--- src/rtl/mdu_pkg.sv ---
// ============================================================================
// Module      : mdu_pkg
// Description : Shared op codes, FSM state encoding and default sizes for the
//               iterative multiply/divide unit.
// Revision    : 1.0  initial release
// ============================================================================
`default_nettype none

package mdu_pkg;

    localparam int c_DEF_WIDTH      = 32;
    localparam int c_DEF_MUL_CYCLES = 5;

    localparam logic [3:0] c_OP_NONE  = 4'b0000;
    localparam logic [3:0] c_OP_MULT  = 4'b0001;
    localparam logic [3:0] c_OP_MULTU = 4'b0010;
    localparam logic [3:0] c_OP_DIV   = 4'b0011;
    localparam logic [3:0] c_OP_DIVU  = 4'b0100;
    localparam logic [3:0] c_OP_MTHI  = 4'b0101;
    localparam logic [3:0] c_OP_MTLO  = 4'b0110;
    localparam logic [3:0] c_OP_MADD  = 4'b0111;
    localparam logic [3:0] c_OP_MADDU = 4'b1000;
    localparam logic [3:0] c_OP_MSUB  = 4'b1001;
    localparam logic [3:0] c_OP_MSUBU = 4'b1010;

    typedef enum logic [1:0] {
        S_IDLE = 2'd0,
        S_MUL  = 2'd1,
        S_DIV  = 2'd2
    } mdu_state_e;

endpackage

`default_nettype wire

--- src/rtl/mdu_div_iter.sv ---
// ============================================================================
// Module      : mdu_div_iter
// Description : Radix-2 restoring divider, one quotient bit per step, with a
//               combinational sign fix-up presented while o_done is high.
// Revision    : 1.0  initial release
// ============================================================================
`default_nettype none

module mdu_div_iter
    import mdu_pkg::*;
#(
    parameter int WIDTH = c_DEF_WIDTH
) (
    input  logic             clk,
    input  logic             rst,
    input  logic             i_load,
    input  logic             i_step,
    input  logic             i_sgn,
    input  logic [WIDTH-1:0] i_a,
    input  logic [WIDTH-1:0] i_b,
    output logic             o_done,
    output logic [WIDTH-1:0] o_quo,
    output logic [WIDTH-1:0] o_rem
);

    localparam int c_CNT_W = $clog2(WIDTH + 1);

    logic [c_CNT_W-1:0] r_cnt;
    logic [WIDTH-1:0]   r_rem;
    logic [WIDTH-1:0]   r_quo;
    logic [WIDTH-1:0]   r_dvs;
    logic [WIDTH-1:0]   r_dvd;
    logic               r_neg_q;
    logic               r_neg_r;
    logic               r_dbz;

    logic [WIDTH-1:0]   w_a_mag;
    logic [WIDTH-1:0]   w_b_mag;
    logic [WIDTH:0]     w_shift;
    logic               w_fit;

    assign w_a_mag = (i_sgn && i_a[WIDTH-1]) ? -i_a : i_a;
    assign w_b_mag = (i_sgn && i_b[WIDTH-1]) ? -i_b : i_b;

    // Partial remainder needs one extra bit for the trial compare; the
    // restored value always fits back into WIDTH bits.
    assign w_shift = {r_rem, r_quo[WIDTH-1]};
    assign w_fit   = (w_shift >= {1'b0, r_dvs});

    always_ff @(posedge clk) begin
        if (rst) begin
            r_cnt   <= '0;
            r_rem   <= '0;
            r_quo   <= '0;
            r_dvs   <= '0;
            r_dvd   <= '0;
            r_neg_q <= 1'b0;
            r_neg_r <= 1'b0;
            r_dbz   <= 1'b0;
        end else if (i_load) begin
            r_cnt   <= c_CNT_W'(WIDTH);
            r_rem   <= '0;
            r_quo   <= w_a_mag;
            r_dvs   <= w_b_mag;
            r_dvd   <= i_a;
            r_neg_q <= i_sgn & (i_a[WIDTH-1] ^ i_b[WIDTH-1]);
            r_neg_r <= i_sgn & i_a[WIDTH-1];
            r_dbz   <= (i_b == '0);
        end else if (i_step && (r_cnt != '0)) begin
            r_cnt <= r_cnt - c_CNT_W'(1);
            r_rem <= w_fit ? (w_shift[WIDTH-1:0] - r_dvs) : w_shift[WIDTH-1:0];
            r_quo <= {r_quo[WIDTH-2:0], w_fit};
        end
    end

    // The cycle after the last shift is the fix-up cycle.
    assign o_done = (r_cnt == '0);
    assign o_quo  = r_dbz ? '1    : (r_neg_q ? -r_quo : r_quo);
    assign o_rem  = r_dbz ? r_dvd : (r_neg_r ? -r_rem : r_rem);

endmodule

`default_nettype wire

--- src/rtl/mdu_iter.sv ---
// ============================================================================
// Module      : mdu_iter
// Description : Multi-cycle multiply/divide unit owning HI/LO. Define
//               MDU_MADD_EN to build the madd/maddu/msub/msubu accumulate ops.
// Revision    : 1.0  initial release
// ============================================================================
`default_nettype none

module mdu_iter
    import mdu_pkg::*;
#(
    parameter int WIDTH      = c_DEF_WIDTH,
    parameter int MUL_CYCLES = c_DEF_MUL_CYCLES
) (
    input  logic             clk,
    input  logic             reset,
    input  logic             start,
    input  logic [3:0]       op,
    input  logic [WIDTH-1:0] a,
    input  logic [WIDTH-1:0] b,
    input  logic             cancel,
    output logic             busy,
    output logic [WIDTH-1:0] hi,
    output logic [WIDTH-1:0] lo
);

    localparam int c_CNT_W = $clog2(MUL_CYCLES + 1);

    mdu_state_e         r_state;
    mdu_state_e         w_state_nxt;
    logic [c_CNT_W-1:0] r_cnt;
    logic [WIDTH-1:0]   r_opa;
    logic [WIDTH-1:0]   r_opb;
    logic               r_sgn;
    logic [WIDTH-1:0]   r_hi;
    logic [WIDTH-1:0]   r_lo;
    logic               r_busy;

    logic               w_accept;
    logic               w_is_mul;
    logic               w_is_div;
    logic               w_is_mthi;
    logic               w_is_mtlo;
    logic               w_sgn;
    logic               w_mul_wr;
    logic               w_div_wr;
    logic               w_div_step;
    logic               w_div_done;
    logic [WIDTH-1:0]   w_div_quo;
    logic [WIDTH-1:0]   w_div_rem;
    logic [2*WIDTH-1:0] w_ext_a;
    logic [2*WIDTH-1:0] w_ext_b;
    logic [2*WIDTH-1:0] w_prod;
    logic [2*WIDTH-1:0] w_mul_res;
`ifdef MDU_MADD_EN
    logic               w_acc_add;
    logic               w_acc_sub;
    logic               r_acc_add;
    logic               r_acc_sub;
`endif

    always_comb begin
        w_is_mul  = 1'b0;
        w_is_div  = 1'b0;
        w_is_mthi = 1'b0;
        w_is_mtlo = 1'b0;
        w_sgn     = 1'b0;
`ifdef MDU_MADD_EN
        w_acc_add = 1'b0;
        w_acc_sub = 1'b0;
`endif
        case (op)
            c_OP_MULT:  begin w_is_mul = 1'b1; w_sgn = 1'b1; end
            c_OP_MULTU: w_is_mul = 1'b1;
            c_OP_DIV:   begin w_is_div = 1'b1; w_sgn = 1'b1; end
            c_OP_DIVU:  w_is_div = 1'b1;
            c_OP_MTHI:  w_is_mthi = 1'b1;
            c_OP_MTLO:  w_is_mtlo = 1'b1;
`ifdef MDU_MADD_EN
            c_OP_MADD:  begin w_is_mul = 1'b1; w_sgn = 1'b1; w_acc_add = 1'b1; end
            c_OP_MADDU: begin w_is_mul = 1'b1; w_acc_add = 1'b1; end
            c_OP_MSUB:  begin w_is_mul = 1'b1; w_sgn = 1'b1; w_acc_sub = 1'b1; end
            c_OP_MSUBU: begin w_is_mul = 1'b1; w_acc_sub = 1'b1; end
`endif
            default: ;
        endcase
    end

    // A cancel arriving with start drops the start, mthi/mtlo included.
    assign w_accept = start & ~cancel & (r_state == S_IDLE);

    always_ff @(posedge clk) begin
        if (reset) begin
            r_state <= S_IDLE;
        end else begin
            r_state <= w_state_nxt;
        end
    end

    always_comb begin
        w_state_nxt = r_state;
        w_mul_wr    = 1'b0;
        w_div_wr    = 1'b0;
        w_div_step  = 1'b0;
        case (r_state)
            S_IDLE: begin
                if (w_accept && w_is_mul) begin
                    w_state_nxt = S_MUL;
                end else if (w_accept && w_is_div) begin
                    w_state_nxt = S_DIV;
                end
            end
            S_MUL: begin
                if (cancel) begin
                    w_state_nxt = S_IDLE;
                end else if (r_cnt == c_CNT_W'(1)) begin
                    w_mul_wr    = 1'b1;
                    w_state_nxt = S_IDLE;
                end
            end
            S_DIV: begin
                w_div_step = 1'b1;
                if (cancel) begin
                    w_state_nxt = S_IDLE;
                end else if (w_div_done) begin
                    w_div_wr    = 1'b1;
                    w_state_nxt = S_IDLE;
                end
            end
            default: w_state_nxt = S_IDLE;
        endcase
    end

    assign w_ext_a = r_sgn ? {{WIDTH{r_opa[WIDTH-1]}}, r_opa} : {{WIDTH{1'b0}}, r_opa};
    assign w_ext_b = r_sgn ? {{WIDTH{r_opb[WIDTH-1]}}, r_opb} : {{WIDTH{1'b0}}, r_opb};
    assign w_prod  = w_ext_a * w_ext_b;

`ifdef MDU_MADD_EN
    // Accumulation reads HI/LO at completion; nothing else can write them
    // while the multiply is in flight.
    always_comb begin
        w_mul_res = w_prod;
        if (r_acc_add) begin
            w_mul_res = {r_hi, r_lo} + w_prod;
        end else if (r_acc_sub) begin
            w_mul_res = {r_hi, r_lo} - w_prod;
        end
    end
`else
    assign w_mul_res = w_prod;
`endif

    mdu_div_iter #(
        .WIDTH (WIDTH)
    ) u_div (
        .clk    (clk),
        .rst    (reset),
        .i_load (w_accept & w_is_div),
        .i_step (w_div_step),
        .i_sgn  (w_sgn),
        .i_a    (a),
        .i_b    (b),
        .o_done (w_div_done),
        .o_quo  (w_div_quo),
        .o_rem  (w_div_rem)
    );

    always_ff @(posedge clk) begin
        if (reset) begin
            r_cnt  <= '0;
            r_opa  <= '0;
            r_opb  <= '0;
            r_sgn  <= 1'b0;
            r_hi   <= '0;
            r_lo   <= '0;
            r_busy <= 1'b0;
`ifdef MDU_MADD_EN
            r_acc_add <= 1'b0;
            r_acc_sub <= 1'b0;
`endif
        end else begin
            r_busy <= (w_state_nxt != S_IDLE);
            if (w_accept && w_is_mul) begin
                r_opa <= a;
                r_opb <= b;
                r_sgn <= w_sgn;
                r_cnt <= c_CNT_W'(MUL_CYCLES);
`ifdef MDU_MADD_EN
                r_acc_add <= w_acc_add;
                r_acc_sub <= w_acc_sub;
`endif
            end else if (r_state == S_MUL) begin
                r_cnt <= cancel ? '0 : (r_cnt - c_CNT_W'(1));
            end

            if (w_mul_wr) begin
                {r_hi, r_lo} <= w_mul_res;
            end else if (w_div_wr) begin
                r_hi <= w_div_rem;
                r_lo <= w_div_quo;
            end else if (w_accept && w_is_mthi) begin
                r_hi <= a;
            end else if (w_accept && w_is_mtlo) begin
                r_lo <= a;
            end
        end
    end

    assign busy = r_busy;
    assign hi   = r_hi;
    assign lo   = r_lo;

endmodule

`default_nettype wire

--- config.mk ---
export PLATFORM = sky130hd
export DESIGN_NAME = mdu_iter
export DESIGN_NICKNAME = d
export VERILOG_FILES = /design/src/rtl/mdu_pkg.sv /design/src/rtl/mdu_div_iter.sv /design/src/rtl/mdu_iter.sv
export SDC_FILE = /design/constraint.sdc
export NUM_CORES = 2
export LEC_CHECK = 0
export ABC_AREA = 0
export BUFFER_PORTS_ARGS = -buffer_cell sky130_fd_sc_hd__clkbuf_2
export CORE_MARGIN = 10
export CORE_UTILIZATION = 35
export CTS_CLUSTER_DIAMETER = 80
export CTS_CLUSTER_SIZE = 40
export DETAILED_ROUTE_END_ITERATION = 7
export PLACE_DENSITY_LB_ADDON = 0.3
export SYNTH_ARGS = -nofsm -noshare
export SYNTH_HDL_FRONTEND = slang
export SYNTH_SLANG_ARGS = --single-unit
--- constraint.sdc ---
create_clock -name clk -period 13.9 [get_ports clk]
set_input_delay 0 -clock clk [delete_from_list [all_inputs] [get_ports clk]]
set_output_delay 0 -clock clk [all_outputs]
set_load 0.02 [all_outputs]
==> flow_metrics.tcl <==
set metrics [dict create \
    status "complete, no violations" \
    critical_path_class "reg2reg" \
    clk_path_buf_depth 3 \
    slew_viol_final 0 \
    io_pins 137 \
    drive_gt1_frac 0.0437 \
    synth-compound-area-share 0.0849 \
    crit_slowest_cell "fa_1" \
    yosys.area_share.simple 0.154 \
    grt_pass1_vias 51700 \
    synth_edf_count 0 \
    required_ns 14.42 \
    p_per_area_nw_per_um2 28.9 \
    drc_errors 0 \
    max_slew_margin 0.136 \
    p_clk_frac 0.418 \
    cts_tree "done" \
    final_cell_area_um2 67700 \
    clk_latency_ns 0.65 \
    place_congestion 0.936 \
    hold_violations 0 \
    seqCellArea_um2 5450 \
    cts_inserted_buffers 23 \
    wl_per_cell_um 22.1 \
    post_cts_resized 0 \
    drt_pass1_iterations 6 \
    synth.largest_area_cell "fa_1" \
    antenna_found_initial 5 \
    cts_root_buf "clkbuf_16" \
    max_slew.worst_pin.slew_ns 1.30 \
    cp.arrival_ns 11.02 \
    setup_tns_ns 0 \
    dpl.hpwl_mm 167 \
    synthAdderAreaFrac 0.519 \
    synth_top_family_by_area "adder cells" \
    synth_area_um2 63300 \
    synthDistinctLibCells 74 \
    finalNetCount 8922 \
    finalCriticalPeriod_ns 10.49 \
    fin_worst_skew_ns 0.0689 \
    internal-power_mw 1.28 \
    synth_xor_xnor_area_share 0.0343 \
    timing.fmax_ghz 0.0953 \
    die_y_um 445 \
    grt_pass1_wl_mm 323 \
    synthCells 7173 \
    cp-start-kind "flop" \
    htreeDepth 1 \
    vias_per_cell 5.11 \
    synthToLayoutAreaGrowth_pct 7.09 \
    vias 48300 \
    synth.most_common_cell "inv_1" \
    synth.net_count 9012 \
    num_rows 155 \
    switchingPower_uw 685 \
    p_comb_frac 0.171 \
    ys_ff_latch 272 \
    cpMostUsedCell "fa_1" \
    syn_area_per_cell_um2 8.82 \
    rsz0062_at_grt "no" \
    worst-path-max-fanout 24 \
    p_seq_frac 0.411 \
    end_kind "flop" \
    fill_cells 18100 \
    async_reset_ff_frac 0 \
    grt_max_degree 93 \
    period_share 0.755 \
    cpPeakStageDelay_ns 0.99 \
    synth_top_area_share 0.449 \
    cts_sinks 272 \
    antenna_left 0 \
    coreArea_um2 179000 \
    port_buffers 136 \
    die_x_um 445 \
    drv_cap 0 \
    die-area_um2 198000 \
    ys_seq_area_frac 0.0861 \
    ys_warn_count 0 \
    synthTopCellsByArea "fa_1 (45%), inv_1 (9.4%), dfxtp_1 (8.6%)" \
    peakVddDrop_mv 0.0826 \
    initialDrtViolationCount 3887 \
    multi_input_area_um2 50400 \
    muxShareOfSynthArea 0.00316 \
    place_area_um2 66100 \
    leakage_nw 33.1 \
    hold_path.class "in2reg" \
    grt-ovfl-total 0 \
    synth_commonest_cells "inv_1 (1582), fa_1 (1420), nand2_1 (934)" \
    synth-main-ff-cell "dfxtp_1" \
    wirelength_mm 209 \
    clk_pin_slew_ns 0.10 \
    track_usage 0.211 \
    start_util 0.353 \
    swShare 0.349 \
    setup_viol 0 \
]
[cell type report]
type / instances / area share
antenna: 2 / 0.0000739
clock buffer: 24 / 0.00870
clock inverter: 17 / 0.00538
inverter: 1582 / 0.0877
multi-input combinational: 4906 / 0.743
sequential: 272 / 0.0805
tap: 2355 / 0.0435
timing repair buffer: 298 / 0.0307
[cells in the final DEF, fill, tap and decap left out, types with 20 or more instances in the layout]
cell type	instances
clkbuf_16	23
nand3_1	32
dlygate4sd3_1	70
buf_4	92
clkbuf_2	135
nand2_1	933
o31ai_1	39
inv_1	1582
o221ai_1	20
o21ai_0	146
nand2b_1	20
fa_1	1420
nor3_1	60
a31oi_1	35
o22ai_1	24
dfxtp_1	268
xnor2_1	162
a311oi_1	37
a21o_1	55
and3_1	28
o211ai_1	26
nor2_1	227
xor2_1	86
a211oi_1	64
ha_1	347
mux2i_1	20
a21oi_1	281
nand4_1	29
and2_1	580
or4_1	20
[power groups by stage]
| stage | Clock (mW) | Combinational (mW) | Sequential (mW) |
|---|---|---|---|
| 2_1_floorplan | 0 | 0.189 | 0.821 |
| 3_3_place_gp | 0 | 0.313 | 0.823 |
| 3_5_place_dp | 0 | 0.314 | 0.823 |
| 4_1_cts | 0.836 | 0.332 | 0.806 |
| 5_1_grt | 0.863 | 0.360 | 0.807 |
| 6_report | 0.819 | 0.336 | 0.806 |
[sequential cells by signal (all words and copies together) (netlist names)]
name,count
r_state,2
r_cnt,3
u_div.r_rem,32
u_div.r_neg_r,1
u_div.r_dbz,1
r_sgn,1
r_opb,32
r_opa,32
lo,32
u_div.r_dvs,32
hi,32
u_div.r_neg_q,1
u_div.r_cnt,6
busy,1
u_div.r_quo,32
u_div.r_dvd,32
[path summary, 6_finish.rpt]
check	slack (ns)	cells past startpoint	start	end
max reg2reg	3.41	30	r_opa[31]	hi[30]
max	3.41	30	r_opa[31]	hi[30]
min	0.05	2	reset	u_div.r_dvs[10]
min reg2reg	0.46	2	u_div.r_dvs[31]	u_div.r_dvs[31]
[per-stage QoR]
step                      instances  power [mW]  utilization  hold slack [ns]  worst slack [ns]
after CTS                      9454        1.97        0.378          0.00682              3.48
final                          9456        1.96        0.378           0.0511              3.41
after global routing           9454        2.03        0.378           0.0546              2.90
after floorplan                7173        1.01            -            0.136              4.54
after detailed placement       9343        1.14        0.369            0.314              3.46
after global placement         9343        1.14        0.369            0.301              3.50
[timing repair]
action                                 in CTS  in global routing
buffers inserted                            0                  0
hold buffers                               70                  0
endpoints found under the hold margin     181                  0
[worst max-delay path, delay by kind of cell, from the launching register on]
kind	cells	cell delay (ns)
AOI/OAI and AO/OA	8	2.32
adders and majority gates	11	6.18
and+or+nand+nor	2	0.31
xor gates and xnor gates	1	0.15
DFF	1	0.31
buffers and inverters	8	1.11
[layer usage]
layer,part of all wire,GRT usage,vias to the layer above
met1,0.42,0.286,24900
met4,0.044,0.0760,0
met3,0.066,0.0277,308
li1,-,-,21400
met2,0.47,0.347,1736
met5,0,0,-
[kinds of logic (layout without fill, tap and decap cells)]
group | count (synthesis) | after routing
compound gates | 844 | 844
simple gates | 2023 | 2023
other cells | 0 | 2
fa+ha+maj | 1771 | 1771
xor+xnor | 248 | 248
buf+inv | 1995 | 1921
mux | 20 | 20
flops | 272 | 272
Power figures use the tool's default switching activity.
